`src/rtl/uart_pkg.sv`:
```
`timescale 1ns/1ps
// uart_pkg
// Shared definitions for the buffered UART transmitter:
//   - tx_state_t        : one-hot TX FSM state encoding (IDLE, START, DATA, STOP)
//   - DATA_BITS         : data bits per frame (8N1)
//   - STOP_BITS         : stop bits per frame
//   - calc_clks_per_bit : clocks per bit from clock frequency and line rate
package uart_pkg;

    typedef enum logic [3:0] {
        ST_IDLE  = 4'b0001,
        ST_START = 4'b0010,
        ST_DATA  = 4'b0100,
        ST_STOP  = 4'b1000
    } tx_state_t;

    localparam int DATA_BITS = 8;
    localparam int STOP_BITS = 1;

    // Integer division: any fractional remainder is absorbed as a small baud error.
    function automatic int calc_clks_per_bit(input int clk_freq, input int baud);
        return clk_freq / baud;
    endfunction

endpackage

```
`src/rtl/uart_fifo.sv`:
```
`timescale 1ns/1ps
// uart_fifo
// Synchronous single-clock FIFO holding bytes waiting for the serialiser.
// Ports:
//   clk, rst   : clock, asynchronous active-high reset (pointers/count only)
//   push       : write request; ignored while full
//   push_data  : byte written on an accepted push
//   pop        : read request; ignored while empty
//   head       : byte at the read pointer (valid when not empty)
//   count      : number of stored bytes, 0..DEPTH
//   full/empty : decoded from the registered count
module uart_fifo #(
    parameter int DEPTH = 16,
    parameter int WIDTH = 8
) (
    input  logic                     clk,
    input  logic                     rst,
    input  logic                     push,
    input  logic [WIDTH-1:0]         push_data,
    input  logic                     pop,
    output logic [WIDTH-1:0]         head,
    output logic [$clog2(DEPTH):0]   count,
    output logic                     full,
    output logic                     empty
);

    localparam int AW = $clog2(DEPTH);
    localparam int CW = AW + 1;

    logic [WIDTH-1:0] mem [DEPTH];
    logic [AW-1:0]    wr_ptr;
    logic [AW-1:0]    rd_ptr;
    logic             push_ok;
    logic             pop_ok;

    // The full check uses the registered count, so a pop in the same cycle
    // never makes room for a write that arrives while full.
    assign push_ok = push & ~full;
    assign pop_ok  = pop & ~empty;

    assign full  = (count == CW'(DEPTH));
    assign empty = (count == '0);
    assign head  = mem[rd_ptr];

    // Pointers are AW bits wide, so they wrap modulo DEPTH (a power of 2).
    always_ff @(posedge clk or posedge rst) begin
        if (rst) begin
            wr_ptr <= '0;
            rd_ptr <= '0;
            count  <= '0;
        end else begin
            if (push_ok)
                wr_ptr <= wr_ptr + 1'b1;
            if (pop_ok)
                rd_ptr <= rd_ptr + 1'b1;
            case ({push_ok, pop_ok})
                2'b10:   count <= count + 1'b1;
                2'b01:   count <= count - 1'b1;
                default: count <= count;
            endcase
        end
    end

    // Storage carries data only and needs no reset.
    always_ff @(posedge clk) begin
        if (push_ok)
            mem[wr_ptr] <= push_data;
    end

endmodule

```
`src/rtl/uart_tx_buffered.sv`:
```
`timescale 1ns/1ps
// uart_tx_buffered
// Serial back end of the voltage-reporting path: queues ASCII characters from
// the formatting controller and sends them as 8N1 UART frames.
// Ports:
//   clk, rst  : system clock, asynchronous active-high reset
//   wr_en     : one-cycle write strobe (producer's tick)
//   wr_data   : byte to queue (producer's sign)
//   tx        : registered UART line, idles high
//   busy      : frame on the line or bytes still queued (registered)
//   full      : FIFO holds FIFO_DEPTH bytes
//   empty     : FIFO holds no bytes
//   overflow  : sticky, set when a write is dropped; cleared only by rst
module uart_tx_buffered
    import uart_pkg::*;
#(
    parameter int CLK_FREQ   = 65_000_000,
    parameter int BAUD       = 115200,
    parameter int FIFO_DEPTH = 16
) (
    input  logic       clk,
    input  logic       rst,
    input  logic       wr_en,
    input  logic [7:0] wr_data,
    output logic       tx,
    output logic       busy,
    output logic       full,
    output logic       empty,
    output logic       overflow
);

    localparam int CLKS_PER_BIT = calc_clks_per_bit(CLK_FREQ, BAUD);
    localparam int STOP_CLKS    = CLKS_PER_BIT * STOP_BITS;
    localparam int BAUD_W       = $clog2(STOP_CLKS + 1);
    localparam int BIT_W        = $clog2(DATA_BITS);
    localparam int CNT_W        = $clog2(FIFO_DEPTH) + 1;

    localparam logic [BAUD_W-1:0] BIT_LAST  = BAUD_W'(CLKS_PER_BIT - 1);
    localparam logic [BAUD_W-1:0] STOP_LAST = BAUD_W'(STOP_CLKS - 1);
    localparam logic [BIT_W-1:0]  LAST_BIT  = BIT_W'(DATA_BITS - 1);

    tx_state_t            state;
    logic [BAUD_W-1:0]    baud_cnt;
    logic [BIT_W-1:0]     bit_cnt;
    logic [DATA_BITS-1:0] shift;
    logic [DATA_BITS-1:0] fifo_head;
    logic [CNT_W-1:0]     fifo_count;
    logic [CNT_W-1:0]     count_nxt;
    logic                 push_ok;
    logic                 pop;
    logic                 at_pop_point;
    logic                 bit_end;
    logic                 stop_end;
    logic                 busy_nxt;

    uart_fifo #(
        .DEPTH (FIFO_DEPTH),
        .WIDTH (DATA_BITS)
    ) u_fifo (
        .clk       (clk),
        .rst       (rst),
        .push      (wr_en),
        .push_data (wr_data),
        .pop       (pop),
        .head      (fifo_head),
        .count     (fifo_count),
        .full      (full),
        .empty     (empty)
    );

    assign push_ok  = wr_en & ~full;
    assign bit_end  = (baud_cnt == BIT_LAST);
    assign stop_end = (baud_cnt == STOP_LAST);

    // A new frame can start from IDLE or on the last cycle of a stop bit;
    // popping at the stop boundary keeps frames back-to-back with no idle bit.
    assign at_pop_point = (state == ST_IDLE) | ((state == ST_STOP) & stop_end);
    assign pop          = at_pop_point & ~empty;

    // busy is registered but must match the state/FIFO contents after this
    // edge, so it is built from the next-cycle view of both.
    assign count_nxt = fifo_count + CNT_W'(push_ok) - CNT_W'(pop);
    assign busy_nxt  = ~(at_pop_point & empty) | (count_nxt != '0);

    always_ff @(posedge clk or posedge rst) begin
        if (rst) begin
            state    <= ST_IDLE;
            tx       <= 1'b1;
            busy     <= 1'b0;
            overflow <= 1'b0;
            baud_cnt <= '0;
            bit_cnt  <= '0;
        end else begin
            busy     <= busy_nxt;
            overflow <= overflow | (wr_en & full);
            case (state)
                ST_IDLE: begin
                    baud_cnt <= '0;
                    bit_cnt  <= '0;
                    if (!empty) begin
                        state <= ST_START;
                        tx    <= 1'b0;
                    end else begin
                        tx    <= 1'b1;
                    end
                end
                ST_START: begin
                    if (bit_end) begin
                        state    <= ST_DATA;
                        baud_cnt <= '0;
                        bit_cnt  <= '0;
                        tx       <= shift[0];
                    end else begin
                        baud_cnt <= baud_cnt + 1'b1;
                    end
                end
                ST_DATA: begin
                    if (bit_end) begin
                        baud_cnt <= '0;
                        if (bit_cnt == LAST_BIT) begin
                            state <= ST_STOP;
                            tx    <= 1'b1;
                        end else begin
                            bit_cnt <= bit_cnt + 1'b1;
                            tx      <= shift[1];
                        end
                    end else begin
                        baud_cnt <= baud_cnt + 1'b1;
                    end
                end
                ST_STOP: begin
                    if (stop_end) begin
                        baud_cnt <= '0;
                        if (!empty) begin
                            state <= ST_START;
                            tx    <= 1'b0;
                        end else begin
                            state <= ST_IDLE;
                        end
                    end else begin
                        baud_cnt <= baud_cnt + 1'b1;
                    end
                end
                default: begin
                    state    <= ST_IDLE;
                    tx       <= 1'b1;
                    baud_cnt <= '0;
                    bit_cnt  <= '0;
                end
            endcase
        end
    end

    // Shift register: loaded on pop, shifted right as each data bit completes.
    always_ff @(posedge clk) begin
        if (pop)
            shift <= fifo_head;
        else if ((state == ST_DATA) && bit_end)
            shift <= shift >> 1;
    end

endmodule
```
`config.mk`:
```
export PLATFORM = sky130hd
export DESIGN_NAME = uart_tx_buffered
export DESIGN_NICKNAME = d
export VERILOG_FILES = /design/src/rtl/uart_pkg.sv /design/src/rtl/uart_fifo.sv /design/src/rtl/uart_tx_buffered.sv
export SDC_FILE = /design/constraint.sdc
export NUM_CORES = 1
export LEC_CHECK = 0
export ABC_AREA = 1
export BUFFER_PORTS_ARGS = -buffer_cell sky130_fd_sc_hd__buf_4
export CAP_MARGIN = 20
export CORE_ASPECT_RATIO = 1.75
export CORE_MARGIN = 4
export CORE_UTILIZATION = 46
export DETAILED_ROUTE_END_ITERATION = 8
export PLACE_DENSITY = 0.67
export SLEW_MARGIN = 25
export SYNTH_ARGS = -nofsm -noshare
export SYNTH_HDL_FRONTEND = slang
export SYNTH_SLANG_ARGS = --single-unit
```
`constraint.sdc`:
```
create_clock -name clk -period 3.05 [get_ports clk]
set_input_delay 0.61 -clock clk [delete_from_list [all_inputs] [get_ports clk]]
set_output_delay 0.61 -clock clk [all_outputs]
set_load 0.05 [all_outputs]
```
==> impl_results.md <==
- Number of ports placed on the die boundary: 16
- Global-route wire length before repair: between 20,000 and 30,000 um
- Share of layout cells above drive strength 1: around a tenth
- Mean Syn Cell Area: approximately 10 sq um
- Count of nets after finishing: slightly below 900
- Wire length per cell after detailed routing: about 16 um
- HPWL after DPL: 11,500 um
- Iter 0 DRT Violations: 283
- Clk buf depth: 2
- Setup violators final: 0
- Leading cell type in the layout, fill and taps excluded: sky130_fd_sc_hd__nand2_1
- Relative max-transition margin: between 50 and 60%
- Summed area of non-filler cells in the final layout: between 0.008 and 0.009 sq mm
- Buffer count from post-CTS setup fixing: 0
- Required time at the endpoint of the critical path: about 3.4 ns
- Core Area: 0.0169 sq mm
- Power per cell area: 915 mW/mm^2
- Gp weighted congestion: approximately 0.84
- Part of the cycle the worst path needs: 90.3%
- Setup repair after global routing missed its margin: no
- Number of hold violations in the final report: 0
- Family of cells with the greatest summed delay on the critical path: adder cells
- Initial Utilization: between 40% and 50%
- Worst clock skew: between 0.009 and 0.01 ns
- Clock tree from TritonCTS: done
- Gr usage total: roughly a fifth
- Type of origin of the critical path: flop
- Antenna violations before repair: 0
- Via density per instance: ~4.8
- Area after detailed placement: ~0.0083 sq mm
- Final TNS setup: 0 ns
- Mapped Area: 0.00789 sq mm
- Vias in the first global route: roughly 5,500
- Classification of the worst setup path: reg -> reg
- Latest clock arrival within the worst-skew pair: between 0.4 and 0.5 ns
- Result of the run: finished, final reports clean
- Final Critical Period: approximately 2.8 ns
- Share of Yosys cell area claimed by the top area cell type: slightly above 50%
- Crit path largest cell delay: between 0.4 and 0.5 ns
- Register bit total from synthesis: around 170
- Count of clock tree sinks: roughly 170
- Post-synth cell types: 33
- Slowest CP cell: sky130_fd_sc_hd__dfrtp_1
- Combined buffer and inverter count along the critical path: 3
- Master cell of the clock root buffer: sky130_fd_sc_hd__clkbuf_16
- Leading cell types in the layout, fill and taps excluded: 240 x sky130_fd_sc_hd__nand2_1, 136 x sky130_fd_sc_hd__edfxtp_1, 125 x sky130_fd_sc_hd__inv_1
- Leak pwr: roughly 0.0040 uW
- Post-detailed-routing wire length: 17,200 um
- Syn-to-layout area delta: 12.8%
- Total clock buffers created by CTS: 17
- PortBufs: 15
- Slew @ Worst Pin: between 0.7 and 0.8 ns
- Cells taking the most area after synthesis: sky130_fd_sc_hd__edfxtp_1 52%, sky130_fd_sc_hd__nand2_1 11%, sky130_fd_sc_hd__dfrtp_1 9.8%
- Number of violations of the max-capacitance limit: 0
- Worst path arrival time: roughly 3.1 ns
- Maximum number of pins on one net before global-route repair: 68
- Grt total ovfl: 0
- Fillcell total: 1,568
- Core Rows: 63
- Number of antenna diodes: 0
- Via count: between 5,000 and 6,000
- Drt pass-1 iters: 5
- Vertical die dimension: 181 um
- Post-synthesis net count: approximately 840
- IR Drop Worst-Case VDD: 0.551 mV
- Endpoint type of the worst setup path: flop
- Worst hold path class: in -> async
- Max Freq: ~360 MHz
- Most used cell, CP: sky130_fd_sc_hd__nand2_1
- Maximum net fanout on the critical path: 17
- Number of pins exceeding their max-slew limit in the final report: 0
- Post-route antenna net violation count: 0
- Yosys warning count: 0
- Maximum level of the CTS H-tree: 4
- Cell Chain, Critical Path: ha_1 > nand3_1 > nor2_2 > nand3_1 > nand2_2 > nand2_4 > inv_2 > ha_2 > inv_1 > fa_1 > inv_1 > nand2_1 > nand2_1 > a21oi_1 > xor2_1 > nand2_1 > nand2_1
- Number of DRC violations after detailed routing: 0
- Number of hold-repair buffers added at the cts stage: 0
- Clk pin slew, worst setup/hold paths: roughly 0.07 ns
- Post-Synthesis Cells: between 800 and 900
- Die width: between 100 and 150 um
- Sequential cell area fraction in the yosys report: between 60 and 70%
- Most area-hungry cell type in the Yosys netlist: sky130_fd_sc_hd__edfxtp_1
- Die outline area: 0.0194 sq mm
## where the power goes
part	switching (uW)	leakage, uW	total [uW]	internal, uW
clock	915	0.000286	2050	1130
combinational	2010	0.00202	2960	950
sequential	223	0.00165	3130	2910
total	3150	0.00396	8140	4990
## stage by stage
stage	hold slack [ns]	cells	utilization (%)	power [uW]	setup WS, ns
2_1_floorplan	0.457	812	-	5340	0.165
3_3_place_gp	0.441	1050	49.4	6100	0.317
3_5_place_dp	0.448	1050	49.4	6160	0.267
4_1_cts	0.293	1082	52.7	8220	0.232
5_1_grt	0.310	1082	52.7	8730	0.0121
6_report	0.291	1082	52.7	8140	0.297
## sequential cells by signal, indices dropped and copies added (netlist names)
signal / cells
busy: 1
overflow: 1
shift: 8
baud_cnt: 10
u_fifo.wr_ptr: 4
state: 4
u_fifo.count: 5
u_fifo.rd_ptr: 4
tx: 1
u_fifo.mem: 128
bit_cnt: 3
## cell type report
cell class                      count  area [sq um]  area share (%)
Clock buffer                       19           464            5.22
Tap cell                          227           284            3.19
Inverter                          131           492            5.53
Sequential cell                   169          4910            55.2
Multi-Input combinational cell    486          2350            26.4
Clock inverter                     13           104            1.17
Timing Repair Buffer               37           290            3.26
## final timing paths
kind                       slack (ns)                     endpoint                  start  cells after the start
max                              0.30  u_fifo.count[4]$_DFFE_PP0P_  baud_cnt[0]$_DFF_PP0_                     17
min                              0.29  u_fifo.count[1]$_DFFE_PP0P_                    rst                      3
max reg2reg                      0.30  u_fifo.count[4]$_DFFE_PP0P_  baud_cnt[0]$_DFF_PP0_                     17
min reg2reg                      0.46           overflow$_DFF_PP0_     overflow$_DFF_PP0_                      1
max in group asynchronous        2.41         state[0]$_DFFE_PP1P_                    rst                      3
min in group clk                 0.41           overflow$_DFF_PP0_                  wr_en                      2
## cell usage after synthesis (all sizes together)
library cell / number
nand2: 243
edfxtp: 136
inv: 130
nand3: 109
nor2: 55
dfrtp: 31
buf: 23
ha: 18
o21ai: 18
xor2: 9
a21oi: 7
nor3: 6
xnor2: 6
nand4: 5
clkbuf: 3
dfstp: 2
fa: 2
nand3b: 2
or2: 2
a21o: 1
a31oi: 1
clkinv: 1
o211ai: 1
o21bai: 1
## routing by layer
metal	up-vias	wire length, um	track usage [%]	share of wire [%]
met4	0	584	9.88	3.4
met1	2422	6050	19.0	35
li1	2670	-	-	-
met2	108	9860	36.2	57
met5	-	0	0	0
met3	28	660	3.29	3.8
## logic make-up after synthesis
group / after synthesis / synth area share [%]
AND/OR/NAND/NOR: 422 / 22.7
flip-flops: 169 / 62.3
buffers and inverters: 157 / 8.06
AO/OA/AOI/OAI: 29 / 2.00
adder cells (fa/ha/maj): 20 / 3.36
XOR/XNOR: 15 / 1.67
## timing repair
action / CTS / global route
gates resized for setup: 0 / 1
hold endpoints to repair: 0 / 0
setup endpoints to repair: 0 / 1
## worst register-to-register path: stages, from the launching register on
cell and delay (ns):
sky130_fd_sc_hd__dfrtp_1 0.41, sky130_fd_sc_hd__ha_1 0.26, sky130_fd_sc_hd__nand3_1 0.11, sky130_fd_sc_hd__nor2_2 0.12
sky130_fd_sc_hd__nand3_1 0.09, sky130_fd_sc_hd__nand2_2 0.10, sky130_fd_sc_hd__nand2_4 0.14, sky130_fd_sc_hd__inv_2 0.19
sky130_fd_sc_hd__ha_2 0.27, sky130_fd_sc_hd__inv_1 0.07, sky130_fd_sc_hd__fa_1 0.39, sky130_fd_sc_hd__inv_1 0.06
sky130_fd_sc_hd__nand2_1 0.07, sky130_fd_sc_hd__nand2_1 0.07, sky130_fd_sc_hd__a21oi_1 0.07, sky130_fd_sc_hd__xor2_1 0.14
sky130_fd_sc_hd__nand2_1 0.06, sky130_fd_sc_hd__nand2_1 0.04
No activity file was read; power rests on OpenSTA's default activity.
